## src/rtl/uart_tx_arbiter.sv

```systemverilog
// Shared 8N1 UART transmitter fed by two byte ports through a req/gnt arbiter.
// Bit timing comes from a per-frame counter on the system clock, so no divided clock is needed.
module uart_tx_arbiter #(
  parameter int unsigned CLKS_PER_BIT = 10416
) (
  input  logic       clk,
  input  logic       rst,
  input  logic       prio,
  input  logic       req0,
  input  logic [7:0] data0,
  output logic       gnt0,
  input  logic       req1,
  input  logic [7:0] data1,
  output logic       gnt1,
  output logic       txd,
  output logic       busy,
  output logic       owner
);

  typedef enum logic [1:0] {
    IDLE  = 2'd0,
    START = 2'd1,
    DATA  = 2'd2,
    STOP  = 2'd3
  } state_t;

  localparam logic [15:0] LAST_CNT = 16'(CLKS_PER_BIT - 1);

  state_t      state_q, state_d;
  logic [15:0] cnt_q, cnt_d;
  logic [2:0]  idx_q, idx_d;
  logic [7:0]  shift_q, shift_d;
  logic        last_grant_q, last_grant_d;
  logic        owner_q, owner_d;
  logic        gnt0_q, gnt0_d;
  logic        gnt1_q, gnt1_d;
  logic        txd_q, txd_d;

  logic        bit_done;
  logic        any_req;
  logic        winner;

  assign bit_done = (cnt_q == LAST_CNT);
  assign any_req  = req0 | req1;

  // A lone requester always wins; ties go to port 1 under prio, else alternate.
  always_comb begin
    winner = req1;
    if (req0 && req1) begin
      winner = prio ? 1'b1 : ~last_grant_q;
    end
  end

  always_comb begin
    state_d      = state_q;
    cnt_d        = cnt_q;
    idx_d        = idx_q;
    shift_d      = shift_q;
    last_grant_d = last_grant_q;
    owner_d      = owner_q;
    gnt0_d       = 1'b0;
    gnt1_d       = 1'b0;

    unique case (state_q)
      IDLE: begin
        cnt_d = '0;
        idx_d = '0;
        if (any_req) begin
          state_d      = START;
          shift_d      = winner ? data1 : data0;
          owner_d      = winner;
          last_grant_d = winner;
          gnt0_d       = ~winner;
          gnt1_d       = winner;
        end
      end
      START: begin
        if (bit_done) begin
          state_d = DATA;
          cnt_d   = '0;
          idx_d   = '0;
        end else begin
          cnt_d = cnt_q + 16'd1;
        end
      end
      DATA: begin
        if (bit_done) begin
          cnt_d   = '0;
          shift_d = {1'b0, shift_q[7:1]};
          idx_d   = idx_q + 3'd1;
          if (idx_q == 3'd7) begin
            state_d = STOP;
          end
        end else begin
          cnt_d = cnt_q + 16'd1;
        end
      end
      STOP: begin
        if (bit_done) begin
          state_d = IDLE;
          cnt_d   = '0;
        end else begin
          cnt_d = cnt_q + 16'd1;
        end
      end
      default: begin
        state_d = IDLE;
        cnt_d   = '0;
      end
    endcase
  end

  // Line level is registered from the next state so txd changes on the same edge as state.
  always_comb begin
    txd_d = 1'b1;
    if (state_d == START) begin
      txd_d = 1'b0;
    end else if (state_d == DATA) begin
      txd_d = shift_d[0];
    end
  end

  always_ff @(posedge clk) begin
    if (!rst) begin
      state_q      <= IDLE;
      cnt_q        <= '0;
      idx_q        <= '0;
      shift_q      <= '0;
      last_grant_q <= 1'b1;
      owner_q      <= 1'b0;
      gnt0_q       <= 1'b0;
      gnt1_q       <= 1'b0;
      txd_q        <= 1'b1;
    end else begin
      state_q      <= state_d;
      cnt_q        <= cnt_d;
      idx_q        <= idx_d;
      shift_q      <= shift_d;
      last_grant_q <= last_grant_d;
      owner_q      <= owner_d;
      gnt0_q       <= gnt0_d;
      gnt1_q       <= gnt1_d;
      txd_q        <= txd_d;
    end
  end

  assign gnt0  = gnt0_q;
  assign gnt1  = gnt1_q;
  assign txd   = txd_q;
  assign busy  = (state_q != IDLE);
  assign owner = owner_q;

endmodule

```

## config.mk

```make
export PLATFORM = sky130hd
export DESIGN_NAME = uart_tx_arbiter
export DESIGN_NICKNAME = d
export VERILOG_FILES = /design/src/rtl/uart_tx_arbiter.sv
export SDC_FILE = /design/constraint.sdc
export NUM_CORES = 1
export LEC_CHECK = 0
export CORE_MARGIN = 4
export CORE_UTILIZATION = 52
export DETAILED_ROUTE_END_ITERATION = 6
export PLACE_DENSITY = 0.78
export SLEW_MARGIN = 20
export SYNTH_ARGS = -nofsm -noshare
export SYNTH_HDL_FRONTEND = slang
export SYNTH_SLANG_ARGS = --single-unit
```

## constraint.sdc

```tcl
create_clock -name clk -period 3.1 [get_ports clk]
set_input_delay 0.62 -clock clk [delete_from_list [all_inputs] [get_ports clk]]
set_output_delay 0.62 -clock clk [all_outputs]
set_load 0.05 [all_outputs]
```

==> key figures <==
Run status
  • Status: complete, no violations

Routing
  • Via count: 1320
  • Routed len/inst: 14.9 µm
  • Initial DRC count: 112
  • Final wirelength: 3450 µm
  • Vias per cell: 5.71
  • ANT nets after route: 0
  • Drt drc: 0
  • TritonRoute pass-1 iters: 4

Final layout
  • Final Core Density: 67.0%
  • Most frequent cells in the layout: dfxtp_1 (34), clkdlybuf4s50_1 (25), nor2_1 (24)
  • Fraction of layout cells with a size suffix above 1: 8.50%
  • Final nets: 223
  • Cell area after layout: 0.00188 mm²
  • Layout area overhead: 20.7%
  • Most common cell after layout, fill and taps aside: dfxtp_1
  • N_diodes: 0

Synthesis
  • #FFs+latches synth: 34
  • Syn nets: 196
  • Number of synthesized flops with an enable pin: 0
  • Cells after synthesis: 172
  • Mapped cell area: 0.00156 mm²
  • FFs w/ async S/R, synth: 0%
  • Seq/Total Area, Yosys: 43.7%
  • Yosys warns: 0
  • Mean area per synthesized cell: 9.05 µm²
  • Top FF cell, synth: dfxtp_1
  • Cell variety after synth: 35

Global route
  • Vias in the first global route: 1303
  • GRT Total Usage: 19.2%
  • Initial antenna violation count: 0
  • Total gr overflow: 0
  • First-pass GRT wire length: 5930 µm
  • Largest net degree at the start of global routing: 17

Power and ir drop
  • Pwr per Cell Area: 436 mW/mm²
  • Peak VDD IR: 285 µV
  • Leakage: 0.000708 µW
  • Power Total: 819 µW

Worst setup path
  • Critical path, cell by cell: nor2_1, inv_1, clkdlybuf4s50_1
  • Crit Path Category: reg2out
  • Critical Path End: busy
  • Worst R2R End: txd
  • Cell family with most CP delay: buffers and inverters
  • CP max stage delay: 0.84 ns
  • Critical Path Start Type: flop
  • Buf/Inv on CP: 2
  • FF-to-FF setup slack: 0.61 ns
  • Worst Setup End Kind: output port
  • Depth of the worst register-to-register path: 5
  • Crit path max fanout: 8
  • Critical path depth: 3
  • Slowest cell on crit path: clkdlybuf4s50_1
  • Required @ worst endpoint: 2.48 ns
  • Worst Setup SP: state_q[1]
  • Reg2reg start: cnt_q[12]
  • CP Data Arrival Time: 1.97 ns

Clock network
  • Skew-Pair Late Insertion Delay: 0.33 ns
  • CTS Hold Bufs: 0
  • CTS buffer count: 5
  • Sinks on Clock Net: 34
  • # resized after CTS: 0
  • CTS tree: built
  • Worst-path clk slew: 0.09 ns
  • Post-CTS setup buffer count: 0
  • CTS H-Tree Depth: 2
  • Bufs on Longest Clock Path: 2
  • Clock tree root buffer cell: clkbuf_4

STA
  • Final worst path period need: 2.59 ns
  • Unrepaired setup endpoints after global routing: no
  • Slew headroom: 57.3%
  • Max Transition Viols Final: 0
  • Final setup vio count: 0
  • Worst-margin pin slew: 0.638 ns
  • Final worst path period share: 83.5%
  • Final Skew: 0.00850 ns
  • Hold Vio Cnt, Final: 0
  • Setup TNS: 0 ns
  • Fmax achieved: 0.386 GHz

Die
  • Initial Utilization: 55.5%
  • I/O pins: 26
  • Core Area: 0.00281 mm²
  • Full die area: 0.00393 mm²
  • Horiz. Die Dim: 62.7 µm
  • FP Rows: 19
  • Die H: 62.7 µm

Job
  • Max cap viols: 0

Place
  • Post-DP HPWL: 2500 µm
  • Final RePlAce weighted congestion: 0.814
  • Cell Area, Placed: 0.00182 mm²
  • Port bufs: 25

Hold path
  • HP Class: reg2reg
  • Min-Delay Path Depth: 1
-- report_power, final --
part           internal, µW  switching [µW]  total, µW
clock                   110             141        251
sequential              451            8.60        460
combinational          52.8            55.8        109
-- final cells by class --
| cell class | instances | area (µm²) |
|---|---|---|
| Tap cell | 31 | 38.8 |
| Multi-Input combinational cell | 130 | 838 |
| Fill cell | 242 | 926 |
| Timing Repair Buffer | 25 | 250 |
| Clock buffer | 7 | 55.1 |
| Clock inverter | 1 | 5.00 |
| Sequential cell | 34 | 681 |
| Inverter | 3 | 11.3 |
-- worst register-to-register path, stage by stage (launching register included) --
cell     delay (ns)
dfxtp_1        0.34
or4b_4         0.54
or4_4          0.55
mux2_4         0.33
or2_0          0.22
o41a_1         0.39
-- synthesized netlist by cell type (all sizes together), types with 3 or more instances --
cell type / n / area share, %
a22oi: 8 / 3.9
clkbuf: 4 / 0.96
o21ai: 3 / 0.96
nor2b: 3 / 1.2
ha: 3 / 2.4
xor2: 8 / 4.5
xnor2: 7 / 3.9
mux2: 8 / 6.0
a21oi: 8 / 2.6
nor2: 24 / 5.8
nand3: 10 / 3.2
nand2: 16 / 3.9
nand4: 3 / 1.2
and3: 8 / 3.2
inv: 3 / 0.72
dfxtp: 34 / 44
-- worst min-delay path by stage --
| stage | slack (ns) | end | start |
|---|---|---|---|
| 2_1_floorplan | 0.41 | cnt_q[0] | cnt_q[0] |
| 3_3_place_gp | 0.42 | cnt_q[0] | cnt_q[0] |
| 3_5_place_dp | 0.44 | cnt_q[0] | cnt_q[0] |
| 4_1_cts | 0.46 | cnt_q[0] | cnt_q[0] |
| 5_1_grt | 0.48 | cnt_q[0] | cnt_q[0] |
| 6_report | 0.45 | cnt_q[0] | cnt_q[0] |
-- kinds of logic after synthesis --
group / Yosys count / share of synthesized area [%]
AOI/OAI and AO/OA: 25 / 10.5
buffers and inverters: 8 / 2.41
xor gates and xnor gates: 15 / 8.44
DFF: 34 / 43.7
and+or+nand+nor: 77 / 25.2
muxes: 9 / 6.67
adders and majority gates: 4 / 3.05
-- through the flow --
stage               setup slack, ns  cells  hold slack, ns
detailed placement            0.628    223           0.443
finish                        0.511    231           0.449
global placement              0.660    223           0.421
global route                  0.421    231           0.481
CTS                           0.536    231           0.459
floorplan                     0.633    172           0.413
-- routing by layer --
metal | routed length (µm) | track usage [%] | up-vias
li1 | - | - | 659
met1 | 1630 | 25.3 | 614
met2 | 1540 | 27.8 | 38
met3 | 196 | 5.58 | 9
met4 | 86 | 10.7 | 0
met5 | 0 | 0 | -
-- sequential cells by signal (all words and copies together), names as in the netlist --
name	flops
cnt_q	16
gnt0	1
gnt1	1
idx_q	3
last_grant_q	1
owner	1
shift_q	8
state_q	2
txd	1
(Power assumes the default switching activity.)
==> RTL change 1 (same flow settings) <==
Re-encode `state_t` (4 states) as Gray code, 2 bits wide.
--- a/src/rtl/uart_tx_arbiter.sv
+++ b/src/rtl/uart_tx_arbiter.sv
@@ -19,8 +19,8 @@
 
   typedef enum logic [1:0] {
-    IDLE  = 2'd0,
-    START = 2'd1,
-    DATA  = 2'd2,
-    STOP  = 2'd3
+    IDLE  = 2'b00,
+    START = 2'b01,
+    DATA  = 2'b11,
+    STOP  = 2'b10
   } state_t;
 
Function: same outputs for any inputs over 10 cycles, from zero or initial values and one cycle with rst low; not proved beyond that.
==> RTL change 1 against the unedited design <==
Critical path depth grew 1. Final area grew 6.9%. Synthesized cell count grew 7.0%. Worst setup slack lost 200 ps. Area after synthesis grew 7.2%. Final cell count grew 10%. Utilization shrank 1.2 points. Routed wire length shrank 3.9%. Sequential cell count is the same. Critical path type unchanged. Largest cell class unchanged.
Power is not compared: it rests on default switching activity, and its combinational part moved more than twofold at a synthesized area within 25%.
==> RTL change 1: results <==
metrics = {
    "global_routing": {
        "grt_pass1_wl_mm": 5.86,
        "grt_util_met1": 0.192,
        "grt_pass1_vias": 1390,
        "use_met2": 0.320,
    },
    "placed_design": {
        "dpl_cell_area_sq_um": 1950,
        "pre_cts_ws_ps": 641,
    },
    "setup_path": {
        "cp_slowest_stage_delay_ps": 820,
        "r2r-start": "state_q[0]$_SDFF_PN0_",
        "ff2ff_path_depth": 7,
        "cp_data_arrival_time_ps": 2170,
        "path_max_fanout": 9,
    },
    "sta": {
        "setup_slack_ps": 307,
        "worstMarginPinSlew_ps": 1030,
        "fin_worst_skew_ps": 6.90,
    },
    "synthesis": {
        "syn_nets": 212,
        "synth_mux_area_frac": 0.0667,
        "synth_compound_area_frac": 0.134,
        "seq_area_frac_synth": 0.408,
        "synth_area_leaders": "dfxtp_1, mux2i_1, ha_1",
        "synthXorXnorAreaFrac": 0.0735,
        "synth_fa_ha_area_frac": 0.0525,
    },
    "routing": {
        "avgRoutedWirePerCell_microns": 13.0,
        "routed-wl-met2_mm": 1.66,
        "m1WireLength_mm": 1.45,
        "wl_met3_microns": 149,
    },
    "outcome": {
        "status": "finished clean",
    },
    "finish": {
        "drive_above_1_share": 0.0616,
    },
}
## RTL change 1: cell count changes after synthesis, sizes merged, moves of 7 or more
cell   change
a22oi      -8
a21oi      -7
mux2       -7
o21ai      +9
mux2i      +9
## RTL change 1: per-stage QoR
step | instances | hold slack, ps | utilization
floorplan | 184 | 413 | -
global placement | 247 | 431 | 0.638
detailed placement | 247 | 445 | 0.638
CTS | 255 | 459 | 0.658
global route | 255 | 474 | 0.658
finish | 255 | 456 | 0.658
## RTL change 1: worst register-to-register path, cell delays in order (launching register included)
cell	delay (ps)
dfxtp_1	380
inv_1	120
ha_1	340
inv_2	110
or3_1	450
a31oi_1	500
nand2_1	120
o21ai_1	90
## RTL change 1: final cells by class
cell class / count / area (sq um)
clock buffers: 7 / 55.1
clock inverters: 1 / 5.00
fillers: 279 / 1040
inverters: 6 / 22.5
multi-input cells: 137 / 932
flip-flops and latches: 34 / 681
well taps: 44 / 55.1
repair buffers: 26 / 258
==> RTL change 2 (same flow settings) <==
Made on the original files. `CLKS_PER_BIT`: 10416 -> 7812.
--- a/src/rtl/uart_tx_arbiter.sv
+++ b/src/rtl/uart_tx_arbiter.sv
@@ -2,5 +2,5 @@
 // Bit timing comes from a per-frame counter on the system clock, so no divided clock is needed.
 module uart_tx_arbiter #(
-  parameter int unsigned CLKS_PER_BIT = 10416
+  parameter int unsigned CLKS_PER_BIT = 7812
 ) (
   input  logic       clk,
Check against the original RTL: same outputs for any inputs over 10 cycles, from zero or initial values and one cycle with rst low; that may be too few to reach the edited logic, so the function may still have changed.
==> RTL change 2 against the unedited design <==
Worst setup slack improved by 90 ps. Total power barely moved. Final area rose by 4.8%. Register-to-register slack improved by 300 ps. Sequential share of layout area fell by 1.7 points. Die area rose by 5.0%. Sequential power barely moved. Area after synthesis rose by 5.7%. Routed wire length fell by 4.6%. Sequential cell count did not move. Synthesized cell count rose by 5.8%. Largest cell class unchanged. Largest power group unchanged.
==> RTL change 2: results <==
metrics = {
    "outcome": {
        "status": "finished clean",
    },
    "sta": {
        "fin_worst_skew_ps": 6.23,
        "worstMarginPinSlew_ps": 593,
    },
    "setup_path": {
        "cp_data_arrival_time_ps": 1880,
        "reg2reg_slack_ps": 910,
        "cp_slowest_stage_delay_ps": 810,
    },
    "finish": {
        "clockNetworkAreaShare": 0.0305,
        "buf_share": 0.127,
        "nFillCells": 263,
        "sh_seq_area": 0.346,
        "nNonClkInverters": 4,
        "nonClockBufferCount": 25,
        "drive_above_1_share": 0.0957,
        "finalNetCount": 232,
        "nMultiInputCombCells": 138,
        "seq_cells": 34,
        "multi_input_area_sq_um": 908,
    },
    "routing": {
        "totalWireLength_mm": 3.29,
        "vias": 1383,
        "drt_iter0_markers": 61,
        "drt_pre_antenna_iters": 5,
    },
    "placed_design": {
        "hpwl_mm": 2.50,
        "gp_congestion": 0.842,
        "dpl_cell_area_sq_um": 1910,
    },
    "synthesis": {
        "seq_area_frac_synth": 0.414,
        "synthXorXnorAreaFrac": 0.0692,
        "syn_nets": 206,
        "synth_mux_area_frac": 0.0570,
        "synth.distinct_cells": 36,
        "synth_compound_area_frac": 0.115,
        "synth_common_cells": "dfxtp_1, nor2_1, nand2_1",
        "synth_area_leaders": "dfxtp_1, nor2_1, mux2_2",
    },
    "global_routing": {
        "gr-usage-all-layers": 0.180,
        "grt_pass1_vias": 1346,
        "grt_pass1_wl_mm": 5.91,
    },
    "power_and_ir_drop": {
        "peakVddDrop_mv": 0.265,
        "p_leak_nw": 0.682,
    },
    "clocking": {
        "cts_root_buffer": "clkbuf_4",
        "htreeDepth": 2,
    },
}
## RTL change 2: cell count changes after synthesis, sizes merged, moves of 3 or more
cell	change
and3	-6
nor2	+3
nor4b	+5
nor3	+3
a21oi	+3
## RTL change 2: final timing paths
kind / startpoint / end / cells after the start
worst max-delay path: state_q[1]$_SDFF_PN0_ / busy / 3
worst min-delay path: owner$_SDFFE_PN0P_ / owner$_SDFFE_PN0P_ / 2
worst max register to register: cnt_q[0]$_SDFF_PP0_ / txd$_SDFF_PN1_ / 6
worst min register to register: owner$_SDFFE_PN0P_ / owner$_SDFFE_PN0P_ / 2
## RTL change 2: metrics by stage
step / setup slack, ps / hold slack, ps / utilization / power, W / instances
6_report: 601 / 460 / 0.650 / 0.000819 / 253
5_1_grt: 489 / 490 / 0.650 / 0.000859 / 253
4_1_cts: 595 / 462 / 0.650 / 0.000826 / 253
3_5_place_dp: 622 / 448 / 0.631 / 0.000576 / 245
3_3_place_gp: 696 / 438 / 0.631 / 0.000574 / 245
2_1_floorplan: 1060 / 426 / - / 0.000530 / 182
## RTL change 2: where the power goes
part / internal [W] / leakage, nW / total [W] / switching, W
registers: 0.000451 / 0.277 / 0.000459 / 0.00000843
clock network: 0.000110 / 0.0353 / 0.000253 / 0.000143
logic: 0.0000536 / 0.369 / 0.000106 / 0.0000527
## RTL change 2: metal layers
| metal | vias up | wire length, microns | global-route usage |
|---|---|---|---|
| met1 | 630 | 1350 | 0.209 |
| met3 | 11 | 278 | 0.0668 |
| met5 | - | 0 | 0 |
| met2 | 46 | 1590 | 0.299 |
| met4 | 0 | 72 | 0.0712 |
| li1 | 696 | - | - |
## RTL change 2: worst register-to-register path, cell delays in order (launching register included)
cell     delay [ps]
dfxtp_1         370
ha_1            260
nor4b_4         280
nand4_4         200
mux2_4          350
or2_0           230
o41a_1          390
